### src/rtl/density_writer.sv
// Write-side owner of the fluid-density BRAM: clears every cell to INIT_DENSITY, then streams cells in raster order.
// Optional macro BARRIER_PAINT_EN adds single-cell barrier paint/erase writes that take priority over the stream.
module density_writer #(
    parameter int         BRAM_DEPTH   = 31570,
    parameter int         GRID_W       = 205,
    parameter int         GRID_H       = 154,
    parameter logic [7:0] INIT_DENSITY = 8'd28
) (
    input  logic                          pixel_clk_in,
    input  logic                          rst_in,
    input  logic                          init_in,
    input  logic [8:0][7:0]               cell_data_in,
    input  logic                          cell_valid_in,
    output logic                          cell_ready_out,
    input  logic                          paint_valid_in,
    input  logic [7:0]                    paint_x_in,
    input  logic [7:0]                    paint_y_in,
    input  logic                          paint_erase_in,
    output logic                          paint_ack_out,
    output logic [$clog2(BRAM_DEPTH)-1:0] bram_addr_out,
    output logic [8:0][7:0]               bram_data_out,
    output logic                          bram_we_out,
    output logic                          busy_out,
    output logic                          frame_done_out
);

    localparam int                AW           = $clog2(BRAM_DEPTH);
    localparam logic [AW-1:0]     LAST         = AW'(BRAM_DEPTH - 1);
    localparam logic [8:0][7:0]   INIT_CELL    = {9{INIT_DENSITY}};
    localparam logic [8:0][7:0]   BARRIER_CELL = {9{8'hFF}};

    if (BRAM_DEPTH != GRID_W * GRID_H) begin : g_bad_depth
        $error("BRAM_DEPTH must equal GRID_W*GRID_H");
    end
    if (INIT_DENSITY == 8'hFF) begin : g_bad_init
        $error("INIT_DENSITY must differ from the barrier value");
    end

    typedef enum logic {CLEAR, RUN} state_t;

    state_t          state, state_nx;
    logic [AW-1:0]   clr_ptr, clr_ptr_nx;
    logic [AW-1:0]   str_ptr, str_ptr_nx;

    logic            wr_en_p0;
    logic [AW-1:0]   wr_addr_p0;
    logic [8:0][7:0] wr_data_p0;
    logic            frame_end_p0;
    logic            ack_p0;
    logic            busy;
    logic            ready;

    logic            paint_take;
    logic [AW-1:0]   paint_addr;
    logic [8:0][7:0] paint_cell;

    function automatic logic [AW-1:0] wrap_inc(input logic [AW-1:0] p);
        return (p == LAST) ? '0 : p + 1'b1;
    endfunction

`ifdef BARRIER_PAINT_EN
    logic paint_in_range;

    assign paint_in_range = (32'(paint_x_in) < GRID_W) && (32'(paint_y_in) < GRID_H);
    assign paint_take     = paint_valid_in && paint_in_range && !init_in;
    // Full-width product first so a large y cannot alias before the final truncation.
    assign paint_addr     = AW'(32'(paint_x_in) + 32'(GRID_W) * 32'(paint_y_in));
    assign paint_cell     = paint_erase_in ? INIT_CELL : BARRIER_CELL;
`else
    logic unused_paint;

    assign unused_paint = ^{paint_valid_in, paint_x_in, paint_y_in, paint_erase_in};
    assign paint_take   = 1'b0;
    assign paint_addr   = '0;
    assign paint_cell   = INIT_CELL;
`endif

    always_comb begin
        state_nx     = state;
        clr_ptr_nx   = clr_ptr;
        str_ptr_nx   = str_ptr;
        wr_en_p0     = 1'b0;
        wr_addr_p0   = bram_addr_out;
        wr_data_p0   = bram_data_out;
        frame_end_p0 = 1'b0;
        ack_p0       = 1'b0;
        busy         = 1'b0;
        ready        = 1'b0;
        case (state)
            CLEAR: begin
                busy = 1'b1;
                if (init_in) begin
                    clr_ptr_nx = '0;
                end else begin
                    wr_en_p0   = 1'b1;
                    wr_addr_p0 = clr_ptr;
                    wr_data_p0 = INIT_CELL;
                    clr_ptr_nx = wrap_inc(clr_ptr);
                    if (clr_ptr == LAST) state_nx = RUN;
                end
            end
            RUN: begin
                if (init_in) begin
                    state_nx   = CLEAR;
                    clr_ptr_nx = '0;
                    str_ptr_nx = '0;
                end else if (paint_take) begin
                    wr_en_p0   = 1'b1;
                    wr_addr_p0 = paint_addr;
                    wr_data_p0 = paint_cell;
                    ack_p0     = 1'b1;
                end else begin
                    ready = 1'b1;
                    if (cell_valid_in) begin
                        wr_en_p0     = 1'b1;
                        wr_addr_p0   = str_ptr;
                        wr_data_p0   = cell_data_in;
                        frame_end_p0 = (str_ptr == LAST);
                        str_ptr_nx   = wrap_inc(str_ptr);
                    end
                end
            end
        endcase
    end

    assign busy_out       = busy && !rst_in;
    assign cell_ready_out = ready && !rst_in;

    // p0 -> p1: write request registered onto the BRAM port
    always_ff @(posedge pixel_clk_in) begin
        if (rst_in) begin
            state          <= CLEAR;
            clr_ptr        <= '0;
            str_ptr        <= '0;
            bram_we_out    <= 1'b0;
            bram_addr_out  <= '0;
            bram_data_out  <= '0;
            frame_done_out <= 1'b0;
            paint_ack_out  <= 1'b0;
        end else begin
            state          <= state_nx;
            clr_ptr        <= clr_ptr_nx;
            str_ptr        <= str_ptr_nx;
            bram_we_out    <= wr_en_p0;
            bram_addr_out  <= wr_addr_p0;
            bram_data_out  <= wr_data_p0;
            frame_done_out <= frame_end_p0;
            paint_ack_out  <= ack_p0;
        end
    end

endmodule

### config.mk
export PLATFORM = sky130hd
export DESIGN_NAME = density_writer
export DESIGN_NICKNAME = d
export VERILOG_FILES = /design/src/rtl/density_writer.sv
export SDC_FILE = /design/constraint.sdc
export NUM_CORES = 1
export LEC_CHECK = 0
export CAP_MARGIN = 20
export CELL_PAD_IN_SITES_DETAIL_PLACEMENT = 1
export CELL_PAD_IN_SITES_GLOBAL_PLACEMENT = 2
export CORE_MARGIN = 3
export CORE_UTILIZATION = 25
export CTS_CLUSTER_SIZE = 14
export DETAILED_ROUTE_END_ITERATION = 12
export PLACE_DENSITY_LB_ADDON = 0.3
export SYNTH_ARGS = -nofsm -noshare
export SYNTH_HDL_FRONTEND = slang
export SYNTH_SLANG_ARGS = --single-unit
### constraint.sdc
create_clock -name pixel_clk_in -period 2.5 [get_ports pixel_clk_in]
set_clock_uncertainty 0.1 [all_clocks]
set_input_delay 0.25 -clock pixel_clk_in [delete_from_list [all_inputs] [get_ports pixel_clk_in]]
set_output_delay 0.25 -clock pixel_clk_in [all_outputs]
set_load 0.02 [all_outputs]
==> results of run 1 <==
## registers in the layout, indices dropped and copies added, names as in the netlist
register and count:
str_ptr 15, bram_data_out 72, state 1, clr_ptr 15, frame_done_out 1, bram_addr_out 15
bram_we_out 1
## metal layers
layer	wire length, um	share of wire	up-vias
li1	-	-	2206
met1	7080	0.45	2220
met2	7190	0.45	162
met3	1430	0.090	15
met4	148	0.0093	0
met5	0	0	-
## Yosys cell counts (2+ instances only)
master / n / area share
nand3_1: 12 / 0.013
xnor2_1: 2 / 0.0037
a22o_1: 45 / 0.083
nor3_1: 4 / 0.0042
a31oi_1: 49 / 0.064
and2_1: 2 / 0.0026
buf_4: 3 / 0.0047
and3_1: 5 / 0.0066
o22ai_1: 3 / 0.0039
nand4_1: 10 / 0.013
inv_1: 11 / 0.0087
a21oi_1: 3 / 0.0031
o2111ai_1: 3 / 0.0055
dfxtp_1: 120 / 0.50
nand2_1: 99 / 0.078
nor2b_1: 2 / 0.0026
and4_2: 2 / 0.0042
nor4_1: 6 / 0.0079
nand3b_1: 5 / 0.0079
or4_1: 6 / 0.0094
buf_2: 22 / 0.023
or3_1: 2 / 0.0026
xor2_1: 4 / 0.0073
o21ai_1: 4 / 0.0042
buf_1: 7 / 0.0055
nand2b_1: 2 / 0.0026
nand4b_1: 2 / 0.0037
clkbuf_1: 11 / 0.0087
nor2_1: 7 / 0.0055
mux2i_1: 16 / 0.034
ha_1: 4 / 0.010
o21ai_0: 24 / 0.025
a41oi_1: 2 / 0.0037
## through the flow
step	util	hold slack, ns	cells	cell area [sq um]	power, mW
floorplan	-	0.229	517	4770	2.18
CTS	0.397	0.282	916	7280	5.01
global route	0.397	0.298	916	7280	5.13
finish	0.397	0.301	916	7280	4.93
detailed placement	0.364	0.346	884	6670	2.42
global placement	0.364	0.342	884	6670	2.41
## cell families (layout without fill, tap and decap cells)
group | Yosys count | after routing | share of synthesized area
buffers and inverters | 55 | 225 | 0.0516
muxes | 16 | 16 | 0.0336
xor gates and xnor gates | 6 | 6 | 0.0110
other | 1 | 1 | 0.000786
AOI/OAI and AO/OA | 138 | 138 | 0.204
DFF | 120 | 120 | 0.503
adders and majority gates | 4 | 4 | 0.0105
and+or+nand+nor | 177 | 177 | 0.185
## critical path: stages, from the launching register on
cell and delay [ns]:
dfxtp_1 0.47, nor2b_4 0.28, nand2_1 0.16, inv_1 0.19, dlygate4sd2_1 0.36
## final cells by class
| class | count | area share |
|---|---|---|
| Clock inverter | 13 | 0.0232 |
| Timing Repair Buffer | 182 | 0.248 |
| Inverter | 11 | 0.00567 |
| Sequential cell | 120 | 0.330 |
| Multi-Input combinational cell | 342 | 0.293 |
| Tap cell | 229 | 0.0393 |
| Clock buffer | 19 | 0.0608 |
## repair_timing
item | 4_1_cts | 5_1_grt
endpoints found under the hold margin | 0 | 0
hold buffers | 0 | 0
gates resized for setup | 1 | 0
setup endpoints to repair | 1 | 0
## worst max path at each step
stage | endpoint | slack, ns | cells past startpoint
after floorplan | clr_ptr[8] | 0.73 | 6
after global placement | bram_addr_out[0] | 0.17 | 5
after detailed placement | bram_addr_out[1] | 0.1 | 5
after CTS | cell_ready_out | 0.25 | 4
after global routing | str_ptr[13] | 0.15 | 6
final | cell_ready_out | 0.28 | 4
## power breakdown
part / switching [mW] / leakage, nW / internal [mW]
clock network: 0.946 / 0.298 / 1.60
registers: 0.0277 / 0.976 / 1.95
logic: 0.187 / 1.30 / 0.210
total: 1.16 / 2.57 / 3.77
==> impl_metrics.toml, run 1 <==
[status]
run_status = "finished, final reports clean"

[layout]
final_layout_size_suffix_gt1_frac = 0.0830
count_of_nets_after_finishing = 772
fillCellCount = 2097
mostFrequentLayoutCells = "clkdlybuf4s50_1 (165), dfxtp_1 (120), nand2_1 (99)"
final_common_cell = "clkdlybuf4s50_1"
seq_area_sq_um = 2400
area.growth.synth_to_final_pct = 52.6
total_area_of_multi_input_combinational_cells_sq_um = 2130
antenna-diode-count = 0

[placed_design]
dp_worst_setup_slack_ns = 0.0953
port-buffer-count = 166
hpwl_mm = 11.2
gp_congestion = 0.780

[timing]
layout_setup_ws_ns = 0.281
slew_headroom = 0.314
worstMarginPinSlew_ns = 1.02
finalCriticalPeriod_ns = 2.22
grt_setup_unrepaired = "false"
report.final.setup_viol = 0
hold_viol_final = 0
final_max_slew_viol_count = 0
fmaxAchievable_ghz = 0.451
finalCritPeriodShare = 0.888
aggregate_negative_setup_slack_ns = 0

[synth]
postSynthAreaPerCell_sq_um = 9.23
synthesis_stage_register_bit_count = 120
syn_area_sq_um = 4770
synth-async-reset-ratio = 0
yosysWarnings = 0
number_of_distinct_library_cell_variants_in_the_gate_level_netlist_after_synthesis = 51
ys_seq_area_frac = 0.503
postSynthNetCount = 615
synth_edf_count = 0
synth_flop_type = "dfxtp_1"
synth_cells = 517

[clock_network]
cts_buffers = 17
clkLatencyLatePin_ns = 0.42
cts_root_buffer = "clkbuf_16"
htreeDepth = 4
ctsLongestPathBuffers = 2
cts.reportedPaths.clkPinSlew_ns = 0.06
cts_post_setup_buffers_inserted = 0
cts.sinks = 120
cts_tree = "yes"

[worst_setup_path]
depth_of_the_worst_register_to_register_path = 6
critical_path.endpoint_type = "primary output"
required_ns = 2.15
cp_max_fo = 7
critPathLaunchType = "flop"
rr_startpoint = "state"
r2r_setup_slack_ns = 0.32
timing_worst_setup_path_type = "flop to primary output"
regToRegEndpoint = "bram_data_out[38]"
worst_endpoint_data_arrival_time_ns = 1.87
startpoint = "state"

[drt]
totalWireLength_mm = 15.9
detail_routed_net_length_per_standard_cell_um = 17.3
route.detailed.vias_per_inst = 5.03
routed-via-count = 4603
initial_drt_pass_iterations = 4
detailedRoute.firstIterationViolations = 209
drc = 0
drtAntennaViolNets = 0

[worst_hold_path]
launch_instance_of_the_worst_min_delay_path = "cell_data_in[12]"
holdPathStages = 3
hp-class = "input pin to flop"
timing.hold.worst_endpoint = "bram_data_out[12]"

[job]
max-cap-violations = 0

[power]
vdd_drop_max_uv = 471
cellLeakagePower_nw = 2.57
powerDensity_nw_per_um2 = 677

[global_route]
globalRoute.busiestLayer = "met2"
gr-usage-met2 = 0.242
grt_util_met3 = 0.0675
grt_antenna_before_repair = 0
grt_max_degree = 61
track_usage = 0.153
overflow = 0
grt_first_pass_wirelength_mm = 25.3
vias_in_the_first_global_route = 4826
grt_use_met1 = 0.190

[floorplanning]
fp-row-count = 49
io_pins = 186
initial_utilization = 0.260
die_area_sq_um = 20800
core_region_area_sq_um = 18300
width_of_the_chip_um = 144
die-height_um = 144
Power figures use the tool's default switching activity.
==> run 2: changes to the inputs <==
- SETUP_SLACK_MARGIN: unset -> 0.5
==> run 2 against run 1 <==
  * Core utilization rose by 0.26 points
  * Via count rose by 0.72%
  * Power barely moved
  * Sequential share of layout area fell by 0.16 points
  * Design area rose by 0.65%
  * Sequential power barely moved
  * Die area did not move
  * Maximum frequency rose by 14%
  * Register-to-register slack improved by 0.24 ns
  * Critical endpoint is now clr_ptr[9]
  * Highest routed layer unchanged
==> impl_metrics.toml, run 2 (same netlist as run 1, synthesis figures left out) <==
[power]
p_total_mw = 4.93
cellLeakagePower_nw = 2.58
vdd_drop_max_uv = 478
powerDensity_nw_per_um2 = 672

[timing]
hold_viol_final = 0
aggregate_negative_setup_slack_ns = 0
final_max_slew_viol_count = 0
fmaxAchievable_ghz = 0.515
report.final.setup_viol = 0
grt_setup_unrepaired = "false"
finalCritPeriodShare = 0.776
slew_headroom = 0.587
worstMarginPinSlew_ns = 0.619
layout_setup_ws_ns = 0.559
finalCriticalPeriod_ns = 1.94

[worst_setup_path]
timing.critical_path.slowest_stage_cell = "or4_1"
r2r_setup_slack_ns = 0.56
cp-endpoint = "clr_ptr[9]"
timing_worst_setup_path_type = "flop to flop"
worst_path_dominant_cell_family = "simple AND/OR/NAND/NOR gates"
startpoint = "clr_ptr[1]"
depth_of_the_worst_register_to_register_path = 6
rr_startpoint = "clr_ptr[1]"
timing.critical_path.depth = 6
worst_endpoint_data_arrival_time_ns = 2.18
critical_path.endpoint_type = "flop"
cp_max_fo = 9
worstPathBufferInverterCount = 1
cp_cell_sequence = "inv_1 > ha_1 > and4bb_2 > a41o_4 > or4_1 > o21ai_0"
regToRegEndpoint = "clr_ptr[9]"
critPathLaunchType = "flop"
required_ns = 2.74
slowest_delay_ns = 0.48

[clock_network]
cts_hold_buf = 0
cts_buffers = 17
cts_tree = "yes"
htreeDepth = 4
cts.reportedPaths.clkPinSlew_ns = 0.06
cts.sinks = 120
ctsLongestPathBuffers = 2
cts_root_buffer = "clkbuf_16"
clkLatencyLatePin_ns = 0.42

[global_route]
grt_max_degree = 61
grt_antenna_before_repair = 0
vias_in_the_first_global_route = 4826
grt_first_pass_wirelength_mm = 25.3
overflow = 0
track_usage = 0.153

[drt]
detail_routed_net_length_per_standard_cell_um = 17.4
totalWireLength_mm = 15.9
met2_wirelength_mm = 7.25
wirelength_met1_mm = 7.09
initial_drt_pass_iterations = 4
drtAntennaViolNets = 0
detailedRoute.firstIterationViolations = 223
route.detailed.vias_per_inst = 5.05
maxUsedRoutingLayer = "met4"
routed-via-count = 4636
drc = 0
wl_met3_mm = 1.43

[layout]
count_of_nets_after_finishing = 774
final_layout_size_suffix_gt1_frac = 0.100
largest_reg_flops = 72
fillCellCount = 2090
antenna-diode-count = 0
mostFrequentLayoutCells = "clkdlybuf4s50_1 (164), dfxtp_1 (117), nand2_1 (99)"
postLayoutCoreUtil = 0.400
max_flop_register = "bram_data_out"
area.growth.synth_to_final_pct = 53.6
final_common_cell = "clkdlybuf4s50_1"

[job]
max-cap-violations = 0

[placed_design]
hpwl_mm = 11.2
dp_worst_setup_slack_ns = 0.0953
port-buffer-count = 166
gp_congestion = 0.780

[floorplanning]
fp-row-count = 49
width_of_the_chip_um = 144
die-height_um = 144
core_region_area_sq_um = 18300
initial_utilization = 0.260
die_area_sq_um = 20800
io_pins = 186

[status]
run_status = "finished, final reports clean"

[worst_hold_path]
hp-class = "input pin to flop"
run 2: cell count changes in the layout (fill, tap and decap cells not counted), sizes merged:
cell           delta
clkdlybuf4s50     -1
clkdlybuf4s15     +1
buf               +2
run 2: cell type report:
cell class	instances	area (sq um)	area share
Clock buffer	19	443	0.0604
Clock inverter	13	169	0.0230
Inverter	11	41.3	0.00563
Multi-Input combinational cell	342	2160	0.295
Sequential cell	120	2410	0.328
Tap cell	229	287	0.0391
Timing Repair Buffer	184	1820	0.249
run 2: how the worst min path moves through the flow:
stage,slack [ns],cells past startpoint,end,startpoint
floorplan,0.23,1,state,init_in
global placement,0.34,2,bram_addr_out[3],bram_addr_out[3]
detailed placement,0.35,2,bram_addr_out[3],bram_addr_out[3]
CTS,0.28,3,bram_data_out[4],cell_data_in[4]
global route,0.30,2,bram_data_out[8],cell_data_in[8]
finish,0.30,3,bram_data_out[4],cell_data_in[4]
run 2: power by group:
group	total (mW)	internal (mW)	switching [mW]
clock network	2.55	1.60	0.943
logic	0.398	0.210	0.188
registers	1.98	1.95	0.0276
total	4.93	3.77	1.16
run 2: stage by stage:
stage,instance area [sq um],hold WS [ns],cells
after floorplan,4770,0.229,517
after global placement,6670,0.342,884
after detailed placement,6670,0.346,884
after CTS,7290,0.282,916
after global routing,7330,0.298,918
final,7330,0.303,918
run 2: routing by layer:
metal,vias to the layer above,track usage
li1,2213,-
met1,2240,0.190
met2,166,0.242
met3,17,0.0675
met4,0,0.0432
met5,-,0
run 2: worst register-to-register path, delay by kind of cell (launching register included):
family | cells | cell delay, ns
fa+ha+maj | 1 | 0.17
flops | 1 | 0.38
simple gates | 2 | 0.73
buf+inv | 1 | 0.07
compound gates | 2 | 0.40
run 2: timing repair:
item                                    4_1_cts  5_1_grt
endpoints found under the setup margin       59       50
pin swaps                                     0        0
buffers inserted                              0        2
resized for setup                             6        8
